$ cat config.mk
export PLATFORM = sky130hd
export DESIGN_NAME = pipe_lsu
export DESIGN_NICKNAME = d
export VERILOG_FILES = /design/src/rtl/pipe_lsu_pkg.sv /design/src/rtl/pipe_lsu_lane.sv /design/src/rtl/pipe_lsu.sv
export SDC_FILE = /design/constraint.sdc
export NUM_CORES = 1
export LEC_CHECK = 0
export BUFFER_PORTS_ARGS = -buffer_cell sky130_fd_sc_hd__buf_2
export CORE_ASPECT_RATIO = 0.8
export CORE_MARGIN = 2
export CORE_UTILIZATION = 54
export DETAILED_ROUTE_END_ITERATION = 7
export PLACE_DENSITY = 0.81
export SLEW_MARGIN = 25
export SYNTH_ARGS = -nofsm -noshare
export SYNTH_HDL_FRONTEND = slang
export SYNTH_SLANG_ARGS = --single-unit
export TNS_END_PERCENT = 10
$ cat constraint.sdc
create_clock -name clk -period 2.3 [get_ports clk]
set_input_delay 0.23 -clock clk [delete_from_list [all_inputs] [get_ports clk]]
set_output_delay 0.23 -clock clk [all_outputs]
set_load 0.05 [all_outputs]
$ cat src/rtl/pipe_lsu_pkg.sv
// pipe_lsu_pkg: shared encodings for the load/store unit.
//  - access size encodings (SZ_*)
//  - FSM state constants (ST_*)
//  - lane masks used by extract/merge
//  - latched request record and a request legality helper
package pipe_lsu_pkg;

    localparam logic [1:0] SZ_BYTE = 2'b00;
    localparam logic [1:0] SZ_HALF = 2'b01;
    localparam logic [1:0] SZ_WORD = 2'b10;
    localparam logic [1:0] SZ_RSVD = 2'b11;

    localparam logic [2:0] ST_IDLE    = 3'd0;
    localparam logic [2:0] ST_ISSUE   = 3'd1;
    localparam logic [2:0] ST_CAPTURE = 3'd2;
    localparam logic [2:0] ST_WRITE   = 3'd3;
    localparam logic [2:0] ST_RESP    = 3'd4;

    localparam logic [31:0] BYTE_MASK = 32'h0000_00FF;
    localparam logic [31:0] HALF_MASK = 32'h0000_FFFF;

    // Only what is needed after accept: the word address goes straight to
    // mem_addr, and word stores take their data directly from the port.
    typedef struct packed {
        logic        we;
        logic [1:0]  size;
        logic        sgn;
        logic [1:0]  off;
        logic [15:0] wdata;
    } lsu_req_t;

    // Misaligned half/word or reserved size.
    function automatic logic is_bad_req(input logic [1:0] size, input logic [1:0] off);
        case (size)
            SZ_BYTE: return 1'b0;
            SZ_HALF: return off[0];
            SZ_WORD: return off != 2'b00;
            SZ_RSVD: return 1'b1;
            default: return 1'b1;
        endcase
    endfunction

endpackage

$ cat src/rtl/pipe_lsu_lane.sv
// pipe_lsu_lane: combinational byte-lane logic for one 32-bit word.
//  i_word    word read from RAM (or forward buffer)
//  i_off     byte offset addr[1:0]
//  i_size    access size (SZ_*)
//  i_signed  sign-extend loads
//  i_wdata   store data, right-justified (low half only matters)
//  o_rdata   extracted and extended load value (word passes through)
//  o_merged  i_word with the store byte/half inserted at i_off
module pipe_lsu_lane
    import pipe_lsu_pkg::*;
(
    input  logic [31:0] i_word,
    input  logic [1:0]  i_off,
    input  logic [1:0]  i_size,
    input  logic        i_signed,
    input  logic [15:0] i_wdata,
    output logic [31:0] o_rdata,
    output logic [31:0] o_merged
);

    logic [4:0]  w_sh;
    logic [15:0] w_shr;
    logic [31:0] w_mask;
    logic [31:0] w_ins;

    // Little-endian: byte lane n lives at bits [8n+7:8n].
    assign w_sh  = {i_off, 3'b000};
    assign w_shr = 16'(i_word >> w_sh);

    always_comb begin
        o_rdata = i_word;
        case (i_size)
            SZ_BYTE: o_rdata = {{24{i_signed & w_shr[7]}},  w_shr[7:0]};
            SZ_HALF: o_rdata = {{16{i_signed & w_shr[15]}}, w_shr[15:0]};
            default: o_rdata = i_word;
        endcase
    end

    // Word size leaves the mask empty: word stores never use the merge path.
    always_comb begin
        w_mask = '0;
        case (i_size)
            SZ_BYTE: w_mask = BYTE_MASK;
            SZ_HALF: w_mask = HALF_MASK;
            default: w_mask = '0;
        endcase
    end

    assign w_ins    = ({16'h0000, i_wdata} & w_mask) << w_sh;
    assign o_merged = (i_word & ~(w_mask << w_sh)) | w_ins;

endmodule

$ cat src/rtl/pipe_lsu.sv
// pipe_lsu: load/store unit between the EX/MEM register and a word RAM with
// registered read. Handles lb/lbu/lh/lhu/lw/sb/sh/sw; sub-word stores are
// done as read-modify-write because the RAM only writes whole words.
// Ports:
//  clk, resetn                 clock, async active-low reset
//  req_valid/req_ready         request handshake (ready only in IDLE)
//  req_we/size/signed/addr/wdata  request fields
//  rsp_valid/rsp_rdata/rsp_err one-cycle completion with load data / error
//  stall                       ~req_ready, pipeline hold
//  mem_we/mem_addr/mem_din     registered RAM controls
//  mem_dout                    RAM read data, RAM_LAT cycles after mem_addr
// Config: define PIPE_LSU_FWD_EN for a 1-entry last-store buffer that lets a
// load to the last written word complete without touching the RAM.
module pipe_lsu
    import pipe_lsu_pkg::*;
#(
    parameter int RAM_LAT = 1,
    parameter int IDX_W   = 5
) (
    input  logic        clk,
    input  logic        resetn,
    input  logic        req_valid,
    output logic        req_ready,
    input  logic        req_we,
    input  logic [1:0]  req_size,
    input  logic        req_signed,
    input  logic [31:0] req_addr,
    input  logic [31:0] req_wdata,
    output logic        rsp_valid,
    output logic [31:0] rsp_rdata,
    output logic        rsp_err,
    output logic        stall,
    output logic        mem_we,
    output logic [31:0] mem_addr,
    output logic [31:0] mem_din,
    input  logic [31:0] mem_dout
);

    if (RAM_LAT < 1 || RAM_LAT > 3) begin : g_bad_lat
        $error("pipe_lsu: RAM_LAT must be 1..3");
    end
    if (IDX_W < 1 || IDX_W > 30) begin : g_bad_idx
        $error("pipe_lsu: IDX_W must be 1..30");
    end

    logic [2:0]  r_state;
    lsu_req_t    r_req;
    logic [1:0]  r_cnt;
    logic        r_cap_ph;
    logic [31:0] r_rdword;
    logic        r_rsp_valid;
    logic [31:0] r_rsp_rdata;
    logic        r_rsp_err;
    logic        r_mem_we;
    logic [31:0] r_mem_addr;
    logic [31:0] r_mem_din;

    logic        w_bad;
    logic [31:0] w_ln_word;
    logic [1:0]  w_ln_off;
    logic [1:0]  w_ln_size;
    logic        w_ln_signed;
    logic [31:0] w_ln_rdata;
    logic [31:0] w_ln_merged;

    assign w_bad = is_bad_req(req_size, req_addr[1:0]);

`ifdef PIPE_LSU_FWD_EN
    logic             r_fwd_vld;
    logic [IDX_W-1:0] r_fwd_idx;
    logic [31:0]      r_fwd_data;
    logic             w_fwd_hit;

    assign w_fwd_hit = r_fwd_vld && (r_fwd_idx == req_addr[IDX_W+1:2]);

    // Captures every word actually written, including merged sub-word stores.
    always_ff @(posedge clk or negedge resetn) begin
        if (!resetn) begin
            r_fwd_vld  <= 1'b0;
            r_fwd_idx  <= '0;
            r_fwd_data <= '0;
        end else if (r_state == ST_WRITE) begin
            r_fwd_vld  <= 1'b1;
            r_fwd_idx  <= r_mem_addr[IDX_W+1:2];
            r_fwd_data <= r_mem_din;
        end
    end
`endif

    // One lane unit serves RAM loads, the store merge and (with the buffer)
    // forwarded loads, which are extracted from the live request in IDLE.
    always_comb begin
        w_ln_word   = r_req.we ? r_rdword : mem_dout;
        w_ln_off    = r_req.off;
        w_ln_size   = r_req.size;
        w_ln_signed = r_req.sgn;
`ifdef PIPE_LSU_FWD_EN
        if (r_state == ST_IDLE) begin
            w_ln_word   = r_fwd_data;
            w_ln_off    = req_addr[1:0];
            w_ln_size   = req_size;
            w_ln_signed = req_signed;
        end
`endif
    end

    pipe_lsu_lane u_lane (
        .i_word   (w_ln_word),
        .i_off    (w_ln_off),
        .i_size   (w_ln_size),
        .i_signed (w_ln_signed),
        .i_wdata  (r_req.wdata),
        .o_rdata  (w_ln_rdata),
        .o_merged (w_ln_merged)
    );

    always_ff @(posedge clk or negedge resetn) begin
        if (!resetn) begin
            r_state     <= ST_IDLE;
            r_req       <= '0;
            r_cnt       <= '0;
            r_cap_ph    <= 1'b0;
            r_rdword    <= '0;
            r_rsp_valid <= 1'b0;
            r_rsp_rdata <= '0;
            r_rsp_err   <= 1'b0;
            r_mem_we    <= 1'b0;
            r_mem_addr  <= '0;
            r_mem_din   <= '0;
        end else begin
            // Both are single-cycle pulses set on entry to WRITE/RESP.
            r_rsp_valid <= 1'b0;
            r_mem_we    <= 1'b0;
            case (r_state)
                ST_IDLE: begin
                    if (req_valid) begin
                        r_req       <= '{we: req_we, size: req_size, sgn: req_signed,
                                         off: req_addr[1:0], wdata: req_wdata[15:0]};
                        r_rsp_rdata <= '0;
                        r_rsp_err   <= 1'b0;
                        if (w_bad) begin
                            r_state     <= ST_RESP;
                            r_rsp_valid <= 1'b1;
                            r_rsp_err   <= 1'b1;
                        end else if (req_we && req_size == SZ_WORD) begin
                            r_state     <= ST_WRITE;
                            r_mem_we    <= 1'b1;
                            r_rsp_valid <= 1'b1;
                            r_mem_addr  <= {req_addr[31:2], 2'b00};
                            r_mem_din   <= req_wdata;
`ifdef PIPE_LSU_FWD_EN
                        end else if (!req_we && w_fwd_hit) begin
                            r_state     <= ST_RESP;
                            r_rsp_valid <= 1'b1;
                            r_rsp_rdata <= w_ln_rdata;
`endif
                        end else begin
                            r_state    <= ST_ISSUE;
                            r_mem_addr <= {req_addr[31:2], 2'b00};
                            r_cnt      <= 2'(RAM_LAT - 1);
                        end
                    end
                end
                ST_ISSUE: begin
                    if (r_cnt == 2'd0) begin
                        r_state  <= ST_CAPTURE;
                        r_cap_ph <= 1'b0;
                    end else begin
                        r_cnt <= r_cnt - 2'd1;
                    end
                end
                ST_CAPTURE: begin
                    if (!r_req.we) begin
                        r_state     <= ST_RESP;
                        r_rsp_valid <= 1'b1;
                        r_rsp_rdata <= w_ln_rdata;
                    end else if (!r_cap_ph) begin
                        // Stores register the RAM word first so the RAM
                        // output path does not run through the merge mux.
                        r_rdword <= mem_dout;
                        r_cap_ph <= 1'b1;
                    end else begin
                        r_state     <= ST_WRITE;
                        r_mem_we    <= 1'b1;
                        r_rsp_valid <= 1'b1;
                        r_mem_din   <= w_ln_merged;
                    end
                end
                ST_WRITE: r_state <= ST_IDLE;
                ST_RESP:  r_state <= ST_IDLE;
                default:  r_state <= ST_IDLE;
            endcase
        end
    end

    assign req_ready = (r_state == ST_IDLE);
    assign stall     = ~req_ready;
    assign rsp_valid = r_rsp_valid;
    assign rsp_rdata = r_rsp_rdata;
    assign rsp_err   = r_rsp_err;
    assign mem_we    = r_mem_we;
    assign mem_addr  = r_mem_addr;
    assign mem_din   = r_mem_din;

endmodule

; Yosys cells after proc, flatten, opt, wreduce, memory -nomap -nowiden
; Index checks and enable logic that the tools add are counted.
[op_classes]
order_cmp = 0
eq_ne = 16
n_shift = 3
n_reduce_logical = 17
div = 0
mul = 0
n_bitwise = 9
n_addsub = 1
muxes = 39
[ops]
columns = operator, n
row1 = 32-bit 2-to-1 mux, 8
row2 = 32-bit one-hot mux with 2 select lines, 3
row3 = 32-bit bitwise AND, 1
row4 = 32-bit inverter, 1
row5 = 32-bit OR, 1
row6 = 16-bit one-hot mux with 2 select lines, 1
row7 = 16-bit by 5-bit << shifter with 32-bit output, 1
row8 = 32-bit by 5-bit << shifter with 32-bit output, 1
row9 = 32-bit by 5-bit >> shifter with 16-bit output, 1
row10 = 16-bit bitwise AND, 1
row11 = "2-bit inequality test, second input constant", 8
row12 = 3-bit 2-to-1 mux, 5
row13 = 3-bit AND reduction, 5
row14 = 1-bit 2-to-1 mux, 11
row15 = 2-bit 2-to-1 mux, 5
row16 = 3-bit one-hot mux with 3 select lines, 1
row17 = 2-bit nonzero test, 4
row18 = 2-bit zero test, 3
row19 = 1-bit one-hot mux with 2 select lines, 3
row20 = 6-bit AND reduction, 1
row21 = 5-bit AND reduction, 1
row22 = "2-bit by 1-bit equality test with 1-bit output, second input constant", 2
row23 = "2-bit equality test, second input constant", 2
row24 = 1-bit one-hot mux with 4 select lines, 1
row25 = other kinds (11), 14
[totals]
latchBits = 0
word_cells = 100
mem_count = 0
romBits = 0
output_inout_bits = 101
register_bits = 157
inputBits = 103
ramBits = 0

; Longest topological paths before layout
; Gate-level depths: netlist (run 1).
[logic_depth]
ltp_word = 9
depth_mapped = 8
depth_no_buf = 6

; Modules after synthesis
; A second synthesis (run 1) with hierarchy kept.
[hier_totals]
cells_unflattened = 719
area_unflattened_um2 = 8181.6
[by_module_without_submodules]
columns = module, cells_per_inst, seq_area_each_um2, n_inst, area_per_inst_um2
row1 = pipe_lsu, 531, 3928.8, 1, 6842.8
row2 = pipe_lsu_lane, 188, 0.0, 1, 1338.8

; Worst setup path after synthesis (run 1)
; No wires, ideal clock.
[synth_path]
kind = reg2reg
from = register r_state[1]
to = register r_state[2]
t_arrival_ps = 1850
period_less_slack_ps = 1928
slack_ps = 372
path_stages_with_launch = 6
setup_ps = 78
required_time_ps = 2222
path_cell_list = dfrtp_1 > clkbuf_1 > or3_1 > inv_1 > nand3_1 > a21oi_1
[synth_between]
elab_chain_len = 3
elab_cells_between_ends = 8
[synth_lines]
columns = element, line_no
row1 = start: declaration, pipe_lsu.sv:46  ; logic [2:0] r_state;
row2 = start signal: assignment, pipe_lsu.sv:119  ; r_state <= ST_IDLE;
row3 = start signal: assignment, pipe_lsu.sv:142  ; r_state <= ST_RESP;
row4 = start signal: assignment, pipe_lsu.sv:146  ; r_state <= ST_WRITE;
row5 = 3-bit zero test (*), -
row6 = named net req_ready, pipe_lsu.sv:23  ; output logic req_ready,
row7 = 2-bit inequality test (no source line), -
row8 = 3-bit AND reduction (no source line), -
; The timed path passes the listed nets; every way through them passes the cells marked *.
; A chain may end at the register's enable or synchronous reset.

; Worst setup path in the final report (run 1)
[layout_path]
from = register r_req, in the netlist w_ln_size[0]
to = register r_mem_din[25] (netlist: mem_din[25])
[layout_between]
elab_chain_len = 9
elab_cells_between_ends = 12
[layout_lines]
columns = element, line_no
row1 = start: declaration, pipe_lsu.sv:47  ; lsu_req_t r_req;
row2 = start signal: assignment, pipe_lsu.sv:137  ; r_req <= '{we: req_we, size: req_size, sgn: req_signed,
row3 = 2-bit by 1-bit equality test with 1-bit output or 2-bit zero test (tied branches), pipe_lsu_lane.sv:42  ; case (i_size)
row4 = 16-bit one-hot mux with 2 select lines (*), pipe_lsu_lane.sv:42
row5 = 16-bit by 5-bit << shifter with 32-bit output, pipe_lsu_lane.sv:50  ; assign o_merged = (i_word & ~(w_mask << w_sh)) | w_ins;
row6 = 32-bit inverter, pipe_lsu_lane.sv:50
row7 = 32-bit bitwise AND, pipe_lsu_lane.sv:50
row8 = 32-bit OR (*), pipe_lsu_lane.sv:50
row9 = 32-bit 2-to-1 mux (*), pipe_lsu.sv:177  ; end else if (!r_cap_ph) begin
row10 = 32-bit 2-to-1 mux (*), pipe_lsu.sv:173  ; if (!r_req.we) begin
row11 = 32-bit one-hot mux with 2 select lines (*), pipe_lsu.sv:134  ; case (r_state)
row12 = end signal: assignment, pipe_lsu.sv:150  ; r_mem_din <= req_wdata;
row13 = end signal: assignment, pipe_lsu.sv:186  ; r_mem_din <= w_ln_merged;
row14 = end: declaration, pipe_lsu.sv:56  ; logic [31:0] r_mem_din;
; Mark *: on every way between the ends. The rest lies on a longest branch, timed or not. The select of a mux whose other input is x is not followed.

==> metrics, run 1 <==
DR iter-0 viols=between 600 and 700; hold buffers post-CTS=2; TritonRoute pass-1 iters=7; DR DRC count=0; # nets final=1072; Root Driver=clkbuf_16; Max Slew Vio Count=0; Syn-to-layout area delta=25.1%; worst min-delay path class=input port to flop; Crit Reg-Reg Startpoint=w_ln_size[0]; Critical Path RT=between 2 and 3 ns; RSZ-0062 raised after global routing=no; Worst Setup SP=w_ln_size[0]; Clk Latency, worst-skew pair=0.43 ns; Synth Flop Type=dfrtp_1; ANT cells=0; initial antenna violation count=0; EDFF count, synth=0; Die Width=139 µm; Reg2Reg Setup Slack=0.14 ns; hold_sp=req_wdata[10]; setup tns final=0 ns; drt total wl=22600 µm; largest family of logic cells by synthesized area=multiplexers; sequential element share of the synthesized area=0.496; Filler Cells Inserted=around 1100; die area=0.0157 mm²; Core Util, Final=0.693; hpwl dp=around 16000 µm; FMAX=between 400 and 500 MHz; period utilisation layout=0.939; Max Root-Sink Buffers=2; Tmin final=2.16 ns; post-synthesis async set-or-reset flop share=1.00; most frequent cells in the layout=200 x buf_2, 156 x dfrtp_1, 138 x nand2_1; gp weighted congestion=roughly 0.9; Worst EP arrival=2.53 ns; TritonCTS clock tree=done; pin count of the biggest net entering global routing=79; Synth warnings=0; input/output buffers=201; Slew Limit Headroom=0.305; row count=39; Setup violations, final=0; PwrDens=1810 mW/mm²; Core Footprint=0.0143 mm²; Post-Synth XOR/XNOR Area=0; die height=112 µm; status=completed; Netlist cell types=50; Worst Reg-to-Reg Cells=4; number of max-cap violations=0; Post-Synth Simple-Gate Area=0.142; initial core utilization=0.554; share of layout cells above drive strength 1=0.389; multiplexer area fraction after synthesis=0.183; clk_skew=0.00832 ns; worst slew pin tran=1.04 ns; commonest non-fill, non-tap cell in the layout=buf_2; total grt overflow=0; Final Hold Viols=0; first-pass GRT wire length=35900 µm; crit start category=flop; I/O Pins=around 200; H-tree Lvls=4; CTS Sinks=~160; Synth Instances=around 760; DRT antenna net count=0; post-CTS sizing=0; routed len/inst=19.4 µm; Worst setup EP type=flop; crit path max fanout=17; worst hold stages=3; total track usage=0.294; vias in the first global route=6622; Synth Cell Area=about 0.008 mm²; TritonCTS buffer count=17; Worst-path clk slew=0.06 ns; maximum VDD drop=1140 µV; post-synthesis adder-cell area fraction=0.00158; post-synthesis register bit count=around 160; leak pwr=4.81 nW; WS Path Type=flop to flop; post-CTS setup buffer count=0; vias=6882; average vias per placed instance=just under 6; Compound-Gate Fraction of Synth Area=0.135; hold_ws=between 0.01 and 0.015 ns; mean post-synth cell area=approximately 10 µm²
final cells by class:
| cell class | instances | area, µm² | share of cell area |
|---|---|---|---|
| sequential | 157 | 3930 | 0.397 |
| inverter | 14 | 52.6 | 0.00530 |
| clock buffer | 17 | 425 | 0.0429 |
| clock inverter | 15 | 186 | 0.0188 |
| timing repair buffer | 242 | 1410 | 0.143 |
| multi-input combinational | 536 | 3670 | 0.371 |
| tap | 184 | 230 | 0.0232 |
per-layer routing:
metal	share of wire	vias up	track usage
met5	0	-	0
met4	0.020	0	0.0747
met3	0.11	54	0.0751
met2	0.45	435	0.447
met1	0.42	3253	0.424
li1	-	3140	-
cell usage after synthesis (3+ instances only):
cell      number  area (µm²)
buf_4          8        60.1
o211ai_1       7        52.6
o21bai_1      14         105
nor2_1        34         128
nor4_1         8        50.1
nor4bb_1       7        70.1
a222oi_1       3        30.0
inv_1         13        48.8
a21oi_1       19        95.1
dfrtp_1      157        3930
o21ai_0       42         210
o22ai_1        9        56.3
nand3_1        4        20.0
a22oi_1        8        60.1
buf_2         13        65.1
a31oi_1       25         156
a32oi_1        6        52.6
mux2i_1       30         300
o21ai_1        3        15.0
nor3b_1        3        22.5
a211oi_1       7        52.6
clkbuf_1      31         116
or3_1         12        75.1
nand2_1      138         518
and3b_1        7        61.3
nor2b_1        6        37.5
a21o_1         5        37.5
o221ai_1       7        61.3
mux2_2       100        1130
nand2b_1       8        50.1
buf_1          4        15.0
nand3b_1       3        22.5
through the flow:
| stage | std cells | worst slack (ns) | power (mW) | cell area, µm² |
|---|---|---|---|---|
| 2_1_floorplan | 765 | 0.372 | 12.1 | 7920 |
| 5_1_grt | 1165 | 0.0256 | 18.8 | 9910 |
| 6_report | 1165 | 0.139 | 17.9 | 9910 |
| 3_5_place_dp | 1131 | 0.195 | 14.8 | 9280 |
| 3_3_place_gp | 1131 | 0.271 | 14.6 | 9280 |
| 4_1_cts | 1165 | 0.184 | 17.8 | 9910 |
cell families after synthesis:
family                     Yosys count
adders and majority gates            1
and+or+nand+nor                    238
other                                1
buffers and inverters               72
DFF                                157
muxes                              131
AOI/OAI and AO/OA                  164
flip-flops by register name, indices dropped and copies added (netlist names):
signal and cells:
r_cnt 2, mem_din 32, w_ln_signed 1, r_rdword 32, r_cap_ph 1, w_ln_off 2
w_ln_size 2, mem_addr 30, rsp_rdata 32, mem_we 1, r_req 17, r_state 3
rsp_valid 1, rsp_err 1
power by group:
| group | internal [mW] | total [mW] | switching [mW] |
|---|---|---|---|
| sequential | 4.14 | 5.16 | 1.02 |
| combinational | 3.16 | 9.85 | 6.69 |
| clock | 1.73 | 2.92 | 1.20 |
| total | 9.03 | 17.9 | 8.91 |
worst max-delay path, cell delays in order (launching register included):
cell      delay [ns]
dfrtp_1         0.57
nor2_1          0.88
o21bai_1        0.18
a31oi_1         0.28
mux2_2          0.19
worst paths after layout:
check / end
worst max-delay path: mem_din[25]
worst min-delay path: r_req[10]
worst max register to register: mem_din[25]
worst min register to register: rsp_rdata[22]
max in group asynchronous: r_cnt[0]
min in group asynchronous: rsp_rdata[19]
Note: power is estimated with default switching activity, not from simulation.
==> run 2, diff against run 1 <==
Settings changed: HOLD_SLACK_MARGIN set to 0.15.
==> run 2 against run 1 <==
  * Combinational power barely moved
  * First-iteration DRC count rose by 9.0%
  * Non-clock buffer count rose by 83
  * Via count rose by 6.1%
  * Fmax rose by 0.62%
  * Final area rose by 8.4%
  * Sequential power barely moved
  * Die area did not move
  * Largest cell class unchanged
  * Global-route usage rose by 2.6 points
  * Clock power barely moved
  * Utilization rose by 5.8 points
==> metrics, run 2 (same netlist as run 1, synthesis figures left out) <==
slowest stage delay, CP=0.47 ns; drt total wl=24500 µm; Clock Power Share=0.161; H-tree Lvls=4; period utilisation layout=0.934; DR DRC count=0; Core Util, Final=0.751; Root Driver=clkbuf_16; CP Cell Sequence=buf_12 -> mux2_2 -> a222oi_1 -> o221a_2 -> o21ai_0; hpwl dp=about 16000 µm; Slew Limit Headroom=0.340; row count=39; setup tns final=0 ns; maximum VDD drop=1300 µV; Die Width=139 µm; Max Slew Vio Count=0; post-CTS sizing=0; Setup violations, final=0; # nets final=1155; Final Hold Viols=0; sw frac=0.497; leak pwr=5.16 nW; Critical Path RT=2.59 ns; Final WS setup=0.152 ns; Max Root-Sink Buffers=2; crit start category=flop; Worst-path clk slew=0.07 ns; ANT cells=0; Clk Latency, worst-skew pair=roughly 0.43 ns; Filler Cells Inserted=around 950; Core Footprint=0.0143 mm²; input/output buffers=roughly 200; DRT antenna net count=0; TritonRoute pass-1 iters=5; Syn-to-layout area delta=35.6%; total grt overflow=0; WS Path Type=flop to flop; Gate power share=0.553; Crit Reg-Reg Startpoint=r_req[21]; dpl ws=0.195 ns; post-CTS setup buffer count=0; worst min-delay path class=input port to asynchronous set/reset pin; commonest non-fill, non-tap cell in the layout=buf_2; initial core utilization=0.554; average vias per placed instance=5.85; hold_ws=0.210 ns; die height=112 µm; crit path max fanout=23; TritonCTS clock tree=done; sequential power share=0.286; worst slew pin tran=0.986 ns; TritonCTS buffer count=17; first-pass GRT wire length=39100 µm; net switching power=about 9.0 mW; die area=roughly 0.016 mm²; gp weighted congestion=roughly 0.9; most frequent cells in the layout=200 x buf_2, 156 x dfrtp_1, 138 x nand2_1; Worst Setup SP=r_req[21]; vias in the first global route=around 7200; total track usage=0.320; FMAX=466 MHz; number of max-cap violations=0; PwrDens=1690 mW/mm²; vias=7299; status=completed; clk_skew=just over 0.01 ns; pin count of the biggest net entering global routing=79; Tmin final=2.15 ns; routed len/inst=19.6 µm; hold buffers post-CTS=85; initial antenna violation count=0; CTS Sinks=157; DR iter-0 viols=716; Worst EP arrival=2.44 ns; dpl cells=1131; RSZ-0062 raised after global routing=no; Post-Layout Cell Count=1248; Worst setup EP type=flop; Cell Int Power=roughly 9.1 mW; Worst path slowest cell=dfrtp_2; share of layout cells above drive strength 1=0.359; I/O Pins=204
[run 2: area by class of cell]
cell class                 instances  area [µm²]  area share
sequential                       157        3930       0.366
tap                              184         230      0.0214
multi-input combinational        536        3670       0.342
timing repair buffer             325        2240       0.209
inverter                          14        52.6     0.00489
clock inverter                    15         186      0.0174
clock buffer                      17         425      0.0396
[run 2: final timing paths]
| check | end | slack (ns) | depth (start not counted) |
|---|---|---|---|
| worst min register to register | rsp_rdata[22] | 0.48 | 2 |
| worst min-delay path | rsp_rdata[19] | 0.21 | 2 |
| min in group clk | mem_din[30] | 0.21 | 4 |
| worst max-delay path | rsp_rdata[17] | 0.15 | 5 |
| worst max register to register | rsp_rdata[17] | 0.15 | 5 |
| max in group asynchronous | mem_addr[26] | 1.40 | 3 |
[run 2: through the flow]
| stage | instance area (µm²) | power, mW |
|---|---|---|
| global route | 10700 | 19.0 |
| floorplan | 7920 | 12.1 |
| global placement | 9280 | 14.6 |
| CTS | 10700 | 17.9 |
| detailed placement | 9280 | 14.8 |
| finish | 10700 | 18.1 |
[run 2: power groups by stage]
stage	Sequential [mW]	Clock (mW)	Combinational, mW
floorplan	7.79	0	4.28
finish	5.18	2.92	10.0
global placement	5.08	0	9.55
CTS	5.11	2.95	9.88
detailed placement	5.13	0	9.71
global route	5.34	3.11	10.6
[run 2: critical path, delay by kind of cell, from the launching register on]
kind,cells,cell delay [ns]
flops,1,0.47
buf+inv,1,0.23
compound gates,3,0.90
mux,1,0.40
[run 2: layer usage]
metal / global-route usage / routed length [µm] / up-vias
li1: - / - / 3319
met1: 0.437 / 9950 / 3441
met2: 0.499 / 11200 / 459
met3: 0.0853 / 2470 / 80
met4: 0.110 / 849 / 0
met5: 0 / 0 / -
